File: src/rtl/reg_alu_seq.sv
// Register file with a fused ALU and a RR -> EX -> WB phase sequencer behind a start/busy/done handshake.
// Define REG_ALU_DBG_EN to add the combinational dbg_addr/dbg_data register peek port.
module reg_alu_seq #(
    parameter int unsigned DATA_W   = 32,
    parameter int unsigned ADDR_W   = 5,
    parameter bit          ZERO_REG = 1'b1
) (
    input  logic              clk,
    input  logic              rst,
    input  logic              start,
    input  logic [3:0]        alu_op,
    input  logic [ADDR_W-1:0] r_addr_a,
    input  logic [ADDR_W-1:0] r_addr_b,
    input  logic [ADDR_W-1:0] w_addr,
    input  logic              reg_write,
    input  logic              imm_sel,
    input  logic [DATA_W-1:0] imm,
    output logic              busy,
    output logic              done,
    output logic [DATA_W-1:0] result,
`ifdef REG_ALU_DBG_EN
    output logic [3:0]        fr,
    input  logic [ADDR_W-1:0] dbg_addr,
    output logic [DATA_W-1:0] dbg_data
`else
    output logic [3:0]        fr
`endif
);

    localparam int unsigned DEPTH = 2 ** ADDR_W;
    localparam int unsigned SH_W  = $clog2(DATA_W);
    localparam int unsigned MSB   = DATA_W - 1;

    typedef enum logic [1:0] {
        S_IDLE = 2'd0,
        S_RR   = 2'd1,
        S_EX   = 2'd2,
        S_WB   = 2'd3
    } state_t;

    state_t state, state_nx;
    logic   accept;

    logic [DATA_W-1:0] regs [DEPTH];

    logic [3:0]        cmd_op;
    logic [ADDR_W-1:0] cmd_a, cmd_b, cmd_w;
    logic              cmd_we, cmd_imm_sel;
    logic [DATA_W-1:0] cmd_imm;
    logic [DATA_W-1:0] op_a, op_b;

    logic [DATA_W-1:0] rd_a, rd_b;
    logic [DATA_W-1:0] alu_f;
    logic [3:0]        alu_fr;
    logic [DATA_W:0]   add_w, sub_w;
    logic              alu_cf, alu_of;
    logic              wb_en;

    // State register
    always_ff @(posedge clk) begin
        if (rst) state <= S_IDLE;
        else     state <= state_nx;
    end

    // Next-state: each phase lasts one cycle; start only counts in IDLE
    always_comb begin
        state_nx = state;
        accept   = 1'b0;
        case (state)
            S_IDLE: if (start) begin
                accept   = 1'b1;
                state_nx = S_RR;
            end
            S_RR:    state_nx = S_EX;
            S_EX:    state_nx = S_WB;
            S_WB:    state_nx = S_IDLE;
            default: state_nx = S_IDLE;
        endcase
    end

    // Register-file reads, with address 0 hard-wired to zero when enabled
    always_comb begin
        rd_a = ((ZERO_REG != 1'b0) && (cmd_a == '0)) ? '0 : regs[cmd_a];
        rd_b = ((ZERO_REG != 1'b0) && (cmd_b == '0)) ? '0 : regs[cmd_b];
    end

    // ALU and flags on the latched operands
    always_comb begin
        alu_f  = '0;
        alu_cf = 1'b0;
        alu_of = 1'b0;
        add_w  = {1'b0, op_a} + {1'b0, op_b};
        sub_w  = {1'b0, op_a} - {1'b0, op_b};
        case (cmd_op)
            4'd0: begin
                alu_f  = add_w[MSB:0];
                alu_cf = add_w[DATA_W];
                alu_of = (op_a[MSB] == op_b[MSB]) && (add_w[MSB] != op_a[MSB]);
            end
            4'd1: begin
                alu_f  = sub_w[MSB:0];
                alu_cf = sub_w[DATA_W];
                alu_of = (op_a[MSB] != op_b[MSB]) && (sub_w[MSB] != op_a[MSB]);
            end
            4'd2:    alu_f = op_a & op_b;
            4'd3:    alu_f = op_a | op_b;
            4'd4:    alu_f = op_a ^ op_b;
            4'd5:    alu_f = ~(op_a | op_b);
            4'd6:    alu_f = DATA_W'($signed(op_a) < $signed(op_b));
            4'd7:    alu_f = op_a << op_b[SH_W-1:0];
            default: alu_f = '0;
        endcase
        alu_fr = {(alu_f == '0), alu_cf, alu_of, alu_f[MSB]};
    end

    assign wb_en = (state == S_WB) && cmd_we && !((ZERO_REG != 1'b0) && (cmd_w == '0));

    // Command capture, operand/result latches, write-back and handshake outputs
    always_ff @(posedge clk) begin
        if (rst) begin
            cmd_op      <= '0;
            cmd_a       <= '0;
            cmd_b       <= '0;
            cmd_w       <= '0;
            cmd_we      <= 1'b0;
            cmd_imm_sel <= 1'b0;
            cmd_imm     <= '0;
            op_a        <= '0;
            op_b        <= '0;
            result      <= '0;
            fr          <= '0;
            busy        <= 1'b0;
            done        <= 1'b0;
            for (int i = 0; i < int'(DEPTH); i++) regs[i] <= '0;
        end else begin
            busy <= (state_nx != S_IDLE);
            done <= (state == S_WB);
            if (accept) begin
                cmd_op      <= alu_op;
                cmd_a       <= r_addr_a;
                cmd_b       <= r_addr_b;
                cmd_w       <= w_addr;
                cmd_we      <= reg_write;
                cmd_imm_sel <= imm_sel;
                cmd_imm     <= imm;
            end
            if (state == S_RR) begin
                op_a <= rd_a;
                op_b <= rd_b;
            end
            if ((state == S_EX) && !cmd_imm_sel) begin
                result <= alu_f;
                fr     <= alu_fr;
            end
            if (wb_en) regs[cmd_w] <= cmd_imm_sel ? cmd_imm : result;
        end
    end

`ifdef REG_ALU_DBG_EN
    // Display peek, independent of the sequencer
    assign dbg_data = ((ZERO_REG != 1'b0) && (dbg_addr == '0)) ? '0 : regs[dbg_addr];
`endif

endmodule

File: config.mk
export PLATFORM = sky130hd
export DESIGN_NAME = reg_alu_seq
export DESIGN_NICKNAME = d
export VERILOG_FILES = /design/src/rtl/reg_alu_seq.sv
export SDC_FILE = /design/constraint.sdc
export NUM_CORES = 2
export LEC_CHECK = 0
export BUFFER_PORTS_ARGS = -buffer_cell sky130_fd_sc_hd__buf_2
export CAP_MARGIN = 20
export CORE_ASPECT_RATIO = 0.8
export CORE_MARGIN = 1.5
export CORE_UTILIZATION = 50
export DETAILED_ROUTE_END_ITERATION = 8
export GPL_ROUTABILITY_DRIVEN = 1
export PLACE_DENSITY_LB_ADDON = 0.12
export SLEW_MARGIN = 40
export SYNTH_ARGS = -nofsm -noshare
export SYNTH_HDL_FRONTEND = slang
export SYNTH_SLANG_ARGS = --single-unit
File: constraint.sdc
create_clock -name clk -period 7.8 [get_ports clk]
set_input_delay 1.56 -clock clk [delete_from_list [all_inputs] [get_ports clk]]
set_output_delay 1.56 -clock clk [all_outputs]
set_load 0.02 [all_outputs]
# After elaboration in Yosys (flattened, before gate mapping)
# Memory sizes are Yosys's and may differ from the RTL's. A register that Yosys moved wholly into a read port is not among the register bits.
# Index checks and enable logic that the tools add are counted.
[totals] ff_bits=157 mem_bits_rw=1024 in_bits=56 output_inout_bits=38 wordCells=74 memories=1
[classes] addsub=2 magnitude_cmp=1 n_eq_ne=14 n_shift=1 muxes=22 bitwise=4 n_reduce_logical=15
[memory_table] name="regs" words=32 word_bits=32 rd=2 rd_clocked_by_memory_dff=2 write_ports=32 line="44" source="logic [DATA_W-1:0] regs [DEPTH];"
[op_table] operator="$pmux 32 s8" count=1
[op_table] operator="$mux 32" count=4
[op_table] operator="$add 32x32->33" count=1
[op_table] operator="$sub 32x32->33" count=1
[op_table] operator="$and 32x32->32" count=1
[op_table] operator="$logic_not 32->1" count=1
[op_table] operator="$lt 32x32->1" count=1
[op_table] operator="$not 32->32" count=1
[op_table] operator="$or 32x32->32" count=1
[op_table] operator="$reduce_or 32->1" count=1
[op_table] operator="$shl 32x5->32" count=1
[op_table] operator="$xor 32x32->32" count=1
[op_table] operator="$mux 5" count=5
[op_table] operator="$eq 4x3->1 const B" count=4
[op_table] operator="$logic_not 5->1" count=3
[op_table] operator="$eq 4x2->1 const B" count=2
[op_table] operator="$mux 1" count=8
[op_table] operator="$pmux 2 s4" count=1
[op_table] operator="$logic_and 1x1->1" count=5
[op_table] operator="$eq 2x2->1 const B" count=2
[op_table] operator="$eq 4x1->1 const B" count=1
[op_table] operator="$logic_not 4->1" count=1
[op_table] operator="$pmux 1 s2" count=2
[op_table] operator="$ne 1x1->1" count=3
[op_table] operator="6 further kinds" count=7

# Logic depth before layout (Yosys ltp)
[depth] word_depth=8 ltp_mapped=16 mapped_depth_nobuf=13

# Least setup slack after synthesis
# OpenSTA, ideal clock, no wires.
[synth_timing] path_kind="input port to flip-flop" start="input port rst" end="memory regs[1][0] (enable)" setup_time_ns=0.389 t_arrival_ns=3.523 t_required_ns=7.411 setup_slack_ns=3.887 cell_stages=7 n_path_buf=2 path_cell_list="clkbuf_1 -> nor2b_1 -> nand3b_1 -> nor4_1 -> nand2_1 -> clkbuf_1 -> nand2_1"
[synth_lines] element="start, declared" line="9" source="input logic rst,"
[synth_lines] element="end, declared" line="44"

# Worst setup path after layout
[layout_timing] start="register op_b[1]" end="register fr[3]"
[layout_via] elab_chain_cells=4 word_cells_on_any_way=10 classes_between="add/sub: 2; order compare: 1; shift: 1; mux: 1; bitwise: 4; reduce/logical: 1"
[layout_rtl] element="start, declared" line="50" source="logic [DATA_W-1:0] op_a, op_b;"
[layout_rtl] element="start signal, assigned" line="149" source="op_b <= rd_b;"
[layout_rtl] element="parallel branches: the longest is 2 deep, another holds $sub 32x32->33"
[layout_rtl] element="$pmux 32 s8 (*)" line="94" source="case (cmd_op)"
[layout_rtl] element="$logic_not 32->1 (*)" line="113" source="alu_fr = {(alu_f == '0), alu_cf, alu_of, alu_f[MSB]};"
[layout_rtl] element="end signal, assigned" line="153" source="fr <= alu_fr;"
[layout_rtl] element="end, declared" line="26" source="output logic [3:0] fr"
# Every way passes the cells marked *.
# A chain may end at the register's enable or synchronous reset.

==> run metrics <==
outcome=complete, no violations; FMAX=194 MHz; Critical Path RT=~8.5 ns; layout cells sized above 1=24.1%; Port Buffers=93; syn avg cell area=12.9 um2; Critical Path AT=slightly below 6 ns; vias in the first global route=42,800; grt ovf=0; Final HPWL DP=154 mm; clock skew=0.0486 ns; Crit Reg-Reg Startpoint=op_b[1]$_SDFFE_PP0N_; WS Path Type=flop to flop; max_slew headroom=40.2%; Final Cycle Share=66.2%; top cells by count, synth=1,253 x nor2_1, 1,024 x edfxtp_1, 674 x mux4_2; cells along the critical path=buf_4, clkinv_1, fa_1, nand3b_1, a21oi_1, o21ai_0, nand2b_1, o221ai_1, a221oi_1, nand4_1, nor4_1, nand4_1, o21ai_1; Pre-antenna DRT Iters=8; Setup Viol. Count Final=0; first-pass GRT wire length=326 mm; initial antenna violation count=7; hold buffers post-CTS=0; Worst-Margin Slew=0.889 ns; Die H=327 um; number of CTS-inserted buffers=119; drt total wl=about 230 mm; top-area cell type share of the netlist area=46.9%; MaxCap Viol Count=0; hold_sp=cmd_b[2]$_SDFFE_PP0P_; largest fanout on the critical path=52; min cycle time layout=5.16 ns; number of enable flip-flop cells after synthesis=1,024; clock sink count=roughly 1,200; WL per Instance=around 34 um; Via Count=45,600; # DRC=0; RSZ-0062 raised after global routing=false; cell accounting for the most synthesized area=edfxtp_1; Die X=408 um; Seq cells post-synth=1,190; largest net degree at the start of global routing=128; Hold Crit Class=flop to flop; pwr/cell area=291 nW/um2; Worst setup EP type=flop; cells on worst reg2reg path=13; clock slew at reported path FFs=approximately 0.070 ns; Post-Synthesis Cells=5,065; Pleak=23.2 nW; Core Region=roughly 130,000 um2; Ys Warns=0; most frequent cell after synthesis=nor2_1; critical path's largest stage delay=about 0.67 ns; initial core utilization=50.5%; # IOs=94; Hold Path Cell Cnt=2; Hold Vio Cnt, Final=0; fin. max-slew vios=0; area delta synth->final=10.4%; Clock Tree Root=clkbuf_16; row count=118; critical path startpoint category=flop; reg2reg setup slack=2.64 ns; Clock Path Buffers=3; Area contributors post-synth=edfxtp_1 47%, mux4_2 23%, nor2_1 7.2%, dfxtp_1 5.1%, clkbuf_1 2.2%; Global Route Usage Sum=34.6%; Detailed Route Iter0 Violations=6,489; Die ar.=133,000 um2; vias per cell=6.74; Yosys cell types=87; post-route setup TNS=0 ns; utilization after layout=55.7%; Clk Latency, worst-skew pair=0.79 ns; sequential area share after synthesis=52.0%; reg-to-reg endpoint=fr[3]$_SDFFE_PP0P_; Post-Syn Area=65,500 um2; ANT nets after route=0; most used cell, CP=nand4_1; H-tree levels=3; post-CTS sizing=0; peak supply drop=247 uV; nets=5,091; highest-delay cell along the critical path=fa_1; RD Place Congestion=0.994; setup repair bufs after CTS=0; CTS tree=done; most common flop cell mapped by yosys=edfxtp_1; Async S/R FF share, synth=0%
-- power breakdown --
group | switching [mW] | internal (mW) | total, mW
Combinational | 4.79 | 2.55 | 7.35
Sequential | 0.482 | 7.26 | 7.74
Clock | 2.62 | 3.38 | 6.00
Total | 7.89 | 13.2 | 21.1
-- how the worst max path moves through the flow --
| stage | from | endpoint | slack [ns] | depth (start not counted) |
|---|---|---|---|---|
| finish | op_b[1]$_SDFFE_PP0N_ | fr[3]$_SDFFE_PP0P_ | 2.64 | 13 |
| global route | op_b[1]$_SDFFE_PP0N_ | fr[3]$_SDFFE_PP0P_ | 2.41 | 13 |
| CTS | op_b[1]$_SDFFE_PP0N_ | fr[3]$_SDFFE_PP0P_ | 2.86 | 13 |
| detailed placement | rst | regs[12][21]$_SDFFCE_PN0P_ | 2.75 | 6 |
| global placement | rst | regs[3][14]$_SDFFCE_PN0P_ | 2.75 | 7 |
| floorplan | rst | regs[1][0]$_SDFFCE_PN0P_ | 3.89 | 7 |
-- worst max-delay path, delay by kind of cell, from the launching register on --
kind	cells	cell delay [ns]
adders and majority gates	1	0.67
DFF	1	0.31
AOI/OAI and AO/OA	5	1.39
buffers and inverters	2	1.18
and+or+nand+nor	5	1.53
-- layout by cell type (no fill, tap or decap), drive strengths merged, types with 11 or more instances in the layout --
master  instances
a221oi         18
edfxtp       1024
dfxtp         166
a21o           14
nand3          32
mux2i         128
nor4           17
buf           199
clkinv         57
nand2b         13
nand2         282
clkbuf        146
bufinv         13
nor2         1253
mux4          678
a31oi          14
inv           110
nor3           39
o21bai         11
nor2b          25
o211ai         22
o31ai          19
a21oi         235
conb           32
a211oi         51
ha            108
o221ai         16
o21ai          73
nand4          20
-- layout make-up --
| class | instances | area [um2] |
|---|---|---|
| fill | 10600 | 57400 |
| inverter | 106 | 398 |
| timing repair buffer | 200 | 1510 |
| tap | 1740 | 2180 |
| antenna | 2 | 5.00 |
| clock buffer | 145 | 3230 |
| multi-input combinational | 3308 | 30100 |
| sequential | 1190 | 34100 |
| clock inverter | 77 | 793 |
-- routing by layer --
metal  up-vias  global-route usage, %  wire length [um]
li1      19000                      -                 -
met1     23600                   48.2             90200
met2      2616                   50.1            101000
met3       426                   9.33             26100
met4         8                   18.4             14600
met5         -                      0                48
-- cells by family (layout without fill, tap and decap cells) --
kind of cell	Yosys count	count (layout)	share of synthesized area (%)
other cells	1	34	0.00572
flops	1190	1190	52.0
xor+xnor	10	10	0.134
mux	810	810	25.4
simple gates	1745	1745	10.8
compound gates	601	601	6.08
fa+ha+maj	110	110	2.12
buf+inv	598	528	3.55
-- through the flow --
stage          hold WS [ns]  setup WS, ns  area [um2]  power [mW]  std cells
6_report              0.466          2.64       72300        21.1       6768
5_1_grt               0.497          2.41       72300        21.7       6766
4_1_cts               0.473          2.86       72200        20.9       6763
3_5_place_dp          0.462          2.75       68200        15.0       6541
3_3_place_gp          0.455          2.75       67900        14.9       6536
2_1_floorplan         0.436          3.89       65700        12.1       5096
-- sequential cells by signal, indices dropped and copies added (netlist names), 5 cells and up, named ones only --
register / flops
regs: 1024
cmd_imm: 32
op_a: 32
op_b: 32
result: 31
cmd_a: 5
cmd_b: 5
cmd_w: 5
Power figures use the tool's default switching activity.
